## src/rtl/alu_pkg.sv

```systemverilog
// alu_pkg: shared defaults and FSM state encoding for the ALU issue controller.
package alu_pkg;

  localparam int unsigned ALU_N_DEF      = 4;
  localparam int unsigned ALU_MODE_W_DEF = 3;
  localparam int unsigned ALU_CNT_W_DEF  = 8;

  typedef enum logic [1:0] {
    IDLE  = 2'd0,
    ISSUE = 2'd1,
    DONE  = 2'd2
  } state_e;

endpackage : alu_pkg

```

## src/rtl/alu_issue_ctrl.sv

```systemverilog
// alu_issue_ctrl: front-end for an N-bit ALU. Accepts commands over a
// valid/ready handshake, drives the ALU inputs from registers for one cycle,
// captures Result/C_out, and offers them downstream over valid/ready. Keeps an
// accumulator and carry flag so chained operations can reuse the last result.
//
// Ports:
//   clk, rst                  clock, synchronous active-high reset
//   cmd_valid/cmd_ready       command handshake (cmd_ready is combinational)
//   cmd_a, cmd_b, cmd_cin     operands and carry-in
//   cmd_mode                  ALU mode, passed through unmodified
//   cmd_use_acc/use_carry     take A / C_in from accumulator / carry flag
//   acc_clr                   clears accumulator and carry flag
//   alu_a/b/cin/mode          registered drive to the ALU
//   alu_result, alu_cout      combinational ALU outputs
//   res_valid/res_ready       result handshake
//   res_data, res_cout        captured result and carry-out
//   acc                       current accumulator
//   op_count                  completed (handed-off) operations, wrapping
module alu_issue_ctrl
  import alu_pkg::*;
#(
  parameter int unsigned N      = ALU_N_DEF,
  parameter int unsigned MODE_W = ALU_MODE_W_DEF,
  parameter int unsigned CNT_W  = ALU_CNT_W_DEF
) (
  input  logic              clk,
  input  logic              rst,
  input  logic              cmd_valid,
  output logic              cmd_ready,
  input  logic [N-1:0]      cmd_a,
  input  logic [N-1:0]      cmd_b,
  input  logic              cmd_cin,
  input  logic [MODE_W-1:0] cmd_mode,
  input  logic              cmd_use_acc,
  input  logic              cmd_use_carry,
  input  logic              acc_clr,
  output logic [N-1:0]      alu_a,
  output logic [N-1:0]      alu_b,
  output logic              alu_cin,
  output logic [MODE_W-1:0] alu_mode,
  input  logic [N-1:0]      alu_result,
  input  logic              alu_cout,
  output logic              res_valid,
  input  logic              res_ready,
  output logic [N-1:0]      res_data,
  output logic              res_cout,
  output logic [N-1:0]      acc,
  output logic [CNT_W-1:0]  op_count
);

  state_e              state_q, state_d;
  logic [N-1:0]        alu_a_q, alu_a_d;
  logic [N-1:0]        alu_b_q, alu_b_d;
  logic                alu_cin_q, alu_cin_d;
  logic [MODE_W-1:0]   alu_mode_q, alu_mode_d;
  logic                res_valid_q, res_valid_d;
  logic [N-1:0]        res_data_q, res_data_d;
  logic                res_cout_q, res_cout_d;
  logic [N-1:0]        acc_q, acc_d;
  logic                carry_q, carry_d;
  logic [CNT_W-1:0]    op_count_q, op_count_d;

  logic                load;

  // Ready in IDLE, or in DONE when the result is being taken this same cycle.
  assign cmd_ready = (state_q == IDLE) | ((state_q == DONE) & res_ready);
  assign load      = cmd_valid & cmd_ready;

  // Next-state and datapath update.
  always_comb begin
    state_d     = state_q;
    alu_a_d     = alu_a_q;
    alu_b_d     = alu_b_q;
    alu_cin_d   = alu_cin_q;
    alu_mode_d  = alu_mode_q;
    res_data_d  = res_data_q;
    res_cout_d  = res_cout_q;
    acc_d       = acc_q;
    carry_d     = carry_q;
    op_count_d  = op_count_q;

    // Clear first so an ISSUE capture below overrides it.
    if (acc_clr) begin
      acc_d   = '0;
      carry_d = 1'b0;
    end

    // Loads sample the registered acc/carry, i.e. the pre-clear values.
    if (load) begin
      alu_a_d    = cmd_use_acc   ? acc_q   : cmd_a;
      alu_b_d    = cmd_b;
      alu_cin_d  = cmd_use_carry ? carry_q : cmd_cin;
      alu_mode_d = cmd_mode;
    end

    unique case (state_q)
      IDLE: begin
        if (load) state_d = ISSUE;
      end
      ISSUE: begin
        res_data_d = alu_result;
        res_cout_d = alu_cout;
        acc_d      = alu_result;
        carry_d    = alu_cout;
        state_d    = DONE;
      end
      DONE: begin
        if (res_ready) begin
          op_count_d = op_count_q + CNT_W'(1);
          state_d    = load ? ISSUE : IDLE;
        end
      end
      default: state_d = IDLE;
    endcase

    res_valid_d = (state_d == DONE);
  end

  // State and output registers.
  always_ff @(posedge clk) begin
    if (rst) begin
      state_q     <= IDLE;
      alu_a_q     <= '0;
      alu_b_q     <= '0;
      alu_cin_q   <= 1'b0;
      alu_mode_q  <= '0;
      res_valid_q <= 1'b0;
      res_data_q  <= '0;
      res_cout_q  <= 1'b0;
      acc_q       <= '0;
      carry_q     <= 1'b0;
      op_count_q  <= '0;
    end else begin
      state_q     <= state_d;
      alu_a_q     <= alu_a_d;
      alu_b_q     <= alu_b_d;
      alu_cin_q   <= alu_cin_d;
      alu_mode_q  <= alu_mode_d;
      res_valid_q <= res_valid_d;
      res_data_q  <= res_data_d;
      res_cout_q  <= res_cout_d;
      acc_q       <= acc_d;
      carry_q     <= carry_d;
      op_count_q  <= op_count_d;
    end
  end

  assign alu_a     = alu_a_q;
  assign alu_b     = alu_b_q;
  assign alu_cin   = alu_cin_q;
  assign alu_mode  = alu_mode_q;
  assign res_valid = res_valid_q;
  assign res_data  = res_data_q;
  assign res_cout  = res_cout_q;
  assign acc       = acc_q;
  assign op_count  = op_count_q;

endmodule : alu_issue_ctrl

```

## config.mk

```make
export PLATFORM = sky130hd
export DESIGN_NAME = alu_issue_ctrl
export DESIGN_NICKNAME = d
export VERILOG_FILES = /design/src/rtl/alu_pkg.sv /design/src/rtl/alu_issue_ctrl.sv
export SDC_FILE = /design/constraint.sdc
export NUM_CORES = 1
export LEC_CHECK = 0
export BUFFER_PORTS_ARGS = -buffer_cell sky130_fd_sc_hd__buf_2
export CAP_MARGIN = 0
export CORE_MARGIN = 8
export CORE_UTILIZATION = 42
export DETAILED_ROUTE_END_ITERATION = 8
export PLACE_DENSITY = 0.82
export SLEW_MARGIN = 20
export SYNTH_ARGS = -nofsm -noshare
export SYNTH_HDL_FRONTEND = slang
export SYNTH_SLANG_ARGS = --single-unit
```

## constraint.sdc

```tcl
create_clock -name clk -period 1.3 [get_ports clk]
set_input_delay 0.065 -clock clk [delete_from_list [all_inputs] [get_ports clk]]
set_output_delay 0.065 -clock clk [all_outputs]
set_load 0.02 [all_outputs]
```

Word level (Yosys, flattened, before mapping)

Cells that the tools add are included.

Register bits after elaboration: 33
Bits of input ports: 24
Word-level logic and storage cells: 31

$add $sub $neg: 1
Equality and inequality tests: 3
Mux-type cells: 10
Bitwise operators: 3
Reductions and logical operators: 3

Operators with widths:

| kind                | count |
|---|---|
| $mux 4              | 3 |
| $add 8x1->8 const B | 1 |
| $pmux 2 s3          | 1 |
| $eq 2x2->1 const B  | 2 |
| $mux 1              | 4 |
| $mux 2              | 2 |
| $and 1x1->1         | 2 |
| $eq 2x1->1 const B  | 1 |
| $logic_not 2->1     | 1 |
| $reduce_and 2->1    | 1 |
| $reduce_bool 2->1   | 1 |
| $or 1x1->1          | 1 |

Longest topological paths before layout

Word-level depth: 8
Mapped depth: 4
Gate-level depth less buffers: 4

Worst setup path before layout

Ideal clock, no wire load.

Kind: register -> register
From: reg op_count_q[0], in the netlist op_count[0]
To: reg op_count_q[4], in the netlist op_count[4]
Arrival time: 1313 ps
Required time: 1230 ps
Setup slack: -83 ps
Cell stages (with the launch flop): 5
Buffers on the path: 0
Clock period less this slack: 1383 ps
Cell sequence: dfxtp_1 ha_1 nand4b_1 or3_1 a21oi_1

Cells in the longest elaborated chain, start to end: 1

Ends and longest elaborated chain:

| item                   | RTL line              | text |
|---|---|---|
| start, declared        | alu_issue_ctrl.sv:61  | `logic [CNT_W-1:0] op_count_q, op_count_d;` |
| start signal, assigned | alu_issue_ctrl.sv:144 | `op_count_q <= op_count_d;` |
| $add 8x1->8            | alu_issue_ctrl.sv:109 | `op_count_d = op_count_q + CNT_W'(1);` |

Every way passes these cells.
A chain may end at the register's enable or synchronous reset.

Worst setup path in the final report

Same ends and word-level chain as after synthesis.

==> impl_metrics.toml <==
[critical_path]
critPathMaxStageDelay_ps = 370
worst_path_max_delay_cell = "dfxtp_4"
endpoint_kind = "flop"
r2r-start = "op_count[0]$_SDFFE_PP0P_"
crit_required_ps = 1560
cp-startpoint = "op_count[0]$_SDFFE_PP0P_"
path_cells = "ha_1 -> nand4b_1 -> or3_1 -> a21oi_1"
critPathKind = "flop to flop"
cp_max_fo = 4
worstPathArrival_ps = 1500
startpoint_type = "flop"

[synthesis]
synth_xor_area_frac = 0.0130
synth_compound_area_frac = 0.203
synth_fa_ha_area_frac = 0.00932
synth_top_family_by_area = "compound AO/OA/AOI/OAI gates"
ys_ff_latch = 33
syn_inst = 146
ys_seq_area_frac = 0.492
avgSynthCellArea_um2 = 9.20
yosys.area_share.simple = 0.195
synth.distinct_cells = 27
syn_area_um2 = 1340
synth.net_count = 171
muxShareOfSynthArea = 0.0447
yosysWarnings = 0

[place]
dpl_cell_area_um2 = 1680
finalWeightedCongestion = 0.790
io_buffers = 54
hpwlAfterDp_um = 2600
placedCellCount = 240

[routing]
drtIter0Drc = 84
drcViolationCount = 0
ant_nets = 0
avgRoutedWirePerCell_um = 15.5
dr.pass1.iters = 4
viasPerCell = 5.26
vias = 1383
wirelength_um = 4070

[cells_and_area]
layout.cells.non_filler = 263
final_common_cell = "buf_2"
most-common-layout-cells = "buf_2 (53), dfxtp_1 (27), a21oi_1 (22)"
areaGrowthSynthToFinish_pct = 43.5
n_antenna_cell = 0
final_core_util = 0.631
fin_nets = 243
drive_gt1_frac = 0.397
final_area_um2 = 1930
fill_cells = 257

[pwr]
sw_frac_of_total = 0.272
p_switching_uw = 566
pwr-share-clk = 0.315
ir_drop_v = 0.000627
p_leak_nw = 0.863
power.internal_mw = 1.51
pwr-share-seq = 0.521
combPwrFrac = 0.164
p_per_area_nw_per_um2 = 1080

[min_path]
hold_class = "input pin to flop"
hp-start = "acc_clr"

[sta]
fmax_mhz = 811
skew_ps = 4.35
fin_crit_ps = 1230
setup_viol = 0
setup_tns_ps = 0
finalMaxSlewViolations = 0
worst_slew_pin_slew_ps = 603
hold_viol_final = 0
rsz0062_at_grt = "no"
min_period_over_period = 0.948
slew_headroom = 0.598

[global_routing]
antenna_found_initial = 0
grt_start_max_net_pins = 34
grt_usage = 0.154
grt_pass1_wl_um = 6450
grt_remaining_overflow = 0
grt_pass1_vias = 1357

[floorplanning]
start_util = 0.440
die_x_um = 72.5
coreArea_um2 = 3050
fp.dieArea_um2 = 5260
die_y_um = 72.5
ios = 55
rows = 20

[cts]
clkLatencyLatePin_ps = 330
clockRootBuffer = "clkbuf_4"
cts_tree = "yes"
cts.sinks = 33
clockBufferDepth = 2
path_clk_slew_ps = 100
cts_max_level = 2
cts_made_buffers = 5

[flow_run]
drv_cap = 0

[run_status]
outcome = "finished clean"
-- worst paths after layout --
check,end,slack [ps],cells past startpoint
setup reg to reg,op_count[4]$_SDFFE_PP0P_,70,4
setup / recovery,op_count[4]$_SDFFE_PP0P_,70,4
hold / removal,acc[2]$_SDFFE_PP0P_,50,3
hold reg to reg,res_cout$_SDFFE_PP0P_,460,2
-- area by class of cell --
cell class	instances	area, µm²	area share
clock buffers	7	65.1	0.0338
clock inverters	1	5.00	0.00260
inverters	2	11.3	0.00584
multi-input cells	99	644	0.334
flip-flops and latches	33	673	0.349
well taps	44	55.1	0.0286
repair buffers	76	468	0.243
repair inverters	1	5.00	0.00260
-- cells by family (layout without fill, tap and decap cells) --
logic type | after synthesis | in the layout
and+or+nand+nor | 45 | 45
buffers and inverters | 14 | 87
AOI/OAI and AO/OA | 45 | 45
muxes | 6 | 6
DFF | 33 | 33
xor gates and xnor gates | 2 | 2
adders and majority gates | 1 | 1
-- synth_stat cells --
library cell / count / area, µm²
clkinv_1: 1 / 3.75
dfxtp_1: 33 / 661
nand4b_1: 1 / 8.76
buf_1: 2 / 7.51
nand3b_1: 5 / 37.5
inv_1: 1 / 3.75
clkbuf_1: 6 / 22.5
or3_1: 3 / 18.8
mux2i_1: 6 / 60.1
nand3_1: 1 / 5.00
a311oi_1: 5 / 43.8
nand3b_4: 1 / 20.0
or2b_1: 1 / 7.51
nand2_1: 12 / 45.0
nor2_1: 6 / 22.5
ha_1: 1 / 12.5
xor2_1: 2 / 17.5
nand4_1: 9 / 56.3
a21oi_1: 23 / 115
nand2b_1: 1 / 6.26
buf_2: 4 / 20.0
o21ai_0: 3 / 15.0
a31oi_1: 5 / 31.3
o31ai_1: 9 / 67.6
nor2b_1: 2 / 12.5
or4_1: 2 / 15.0
nor4_1: 1 / 6.26
-- metrics by stage --
step | hold WS, ps | setup slack (ps) | power [mW]
floorplan | 215 | 21.7 | 1.29
detailed placement | 330 | 31.1 | 1.40
global placement | 326 | 44.3 | 1.40
finish | 49.9 | 67.3 | 2.08
global route | 68.8 | 3.48 | 2.18
CTS | 34.8 | 25.8 | 2.08
-- timing repair --
| action | in CTS | in global routing |
|---|---|---|
| endpoints found under the setup margin | 1 | 24 |
| gates resized for setup | 1 | 13 |
| endpoints found under the hold margin | 17 | 0 |
| cloned | 0 | 1 |
| hold buffers | 12 | 0 |
| buffers inserted | 1 | 1 |
| pin swaps | 1 | 4 |
-- sequential cells by signal, summed over array words and instances, names as in the netlist, 2 cells and up --
| register | flops |
|---|---|
| op_count | 8 |
| alu_b | 4 |
| state_q | 2 |
| alu_a | 4 |
| acc | 4 |
| alu_mode | 3 |
| res_data | 4 |
-- layer usage --
layer | track usage | vias up | share of wire
li1 | - | 684 | -
met1 | 0.171 | 648 | 0.39
met2 | 0.260 | 45 | 0.53
met3 | 0.0565 | 6 | 0.067
met4 | 0.0556 | 0 | 0.014
met5 | 0 | - | 0
-- power groups by stage --
stage	registers, mW	logic [mW]	clock network, mW
after global routing	1.09	0.369	0.717
after global placement	1.11	0.292	0
after detailed placement	1.11	0.295	0
after floorplan	1.16	0.132	0
final	1.08	0.341	0.656
after CTS	1.08	0.327	0.666
-- critical path, delay by kind of cell (launching register included) --
| kind | cells | cell delay [ps] |
|---|---|---|
| AO/OA/AOI/OAI | 1 | 140 |
| AND/OR/NAND/NOR | 2 | 490 |
| adder cells (fa/ha/maj) | 1 | 150 |
| flip-flops | 1 | 370 |
(Power assumes the default switching activity.)
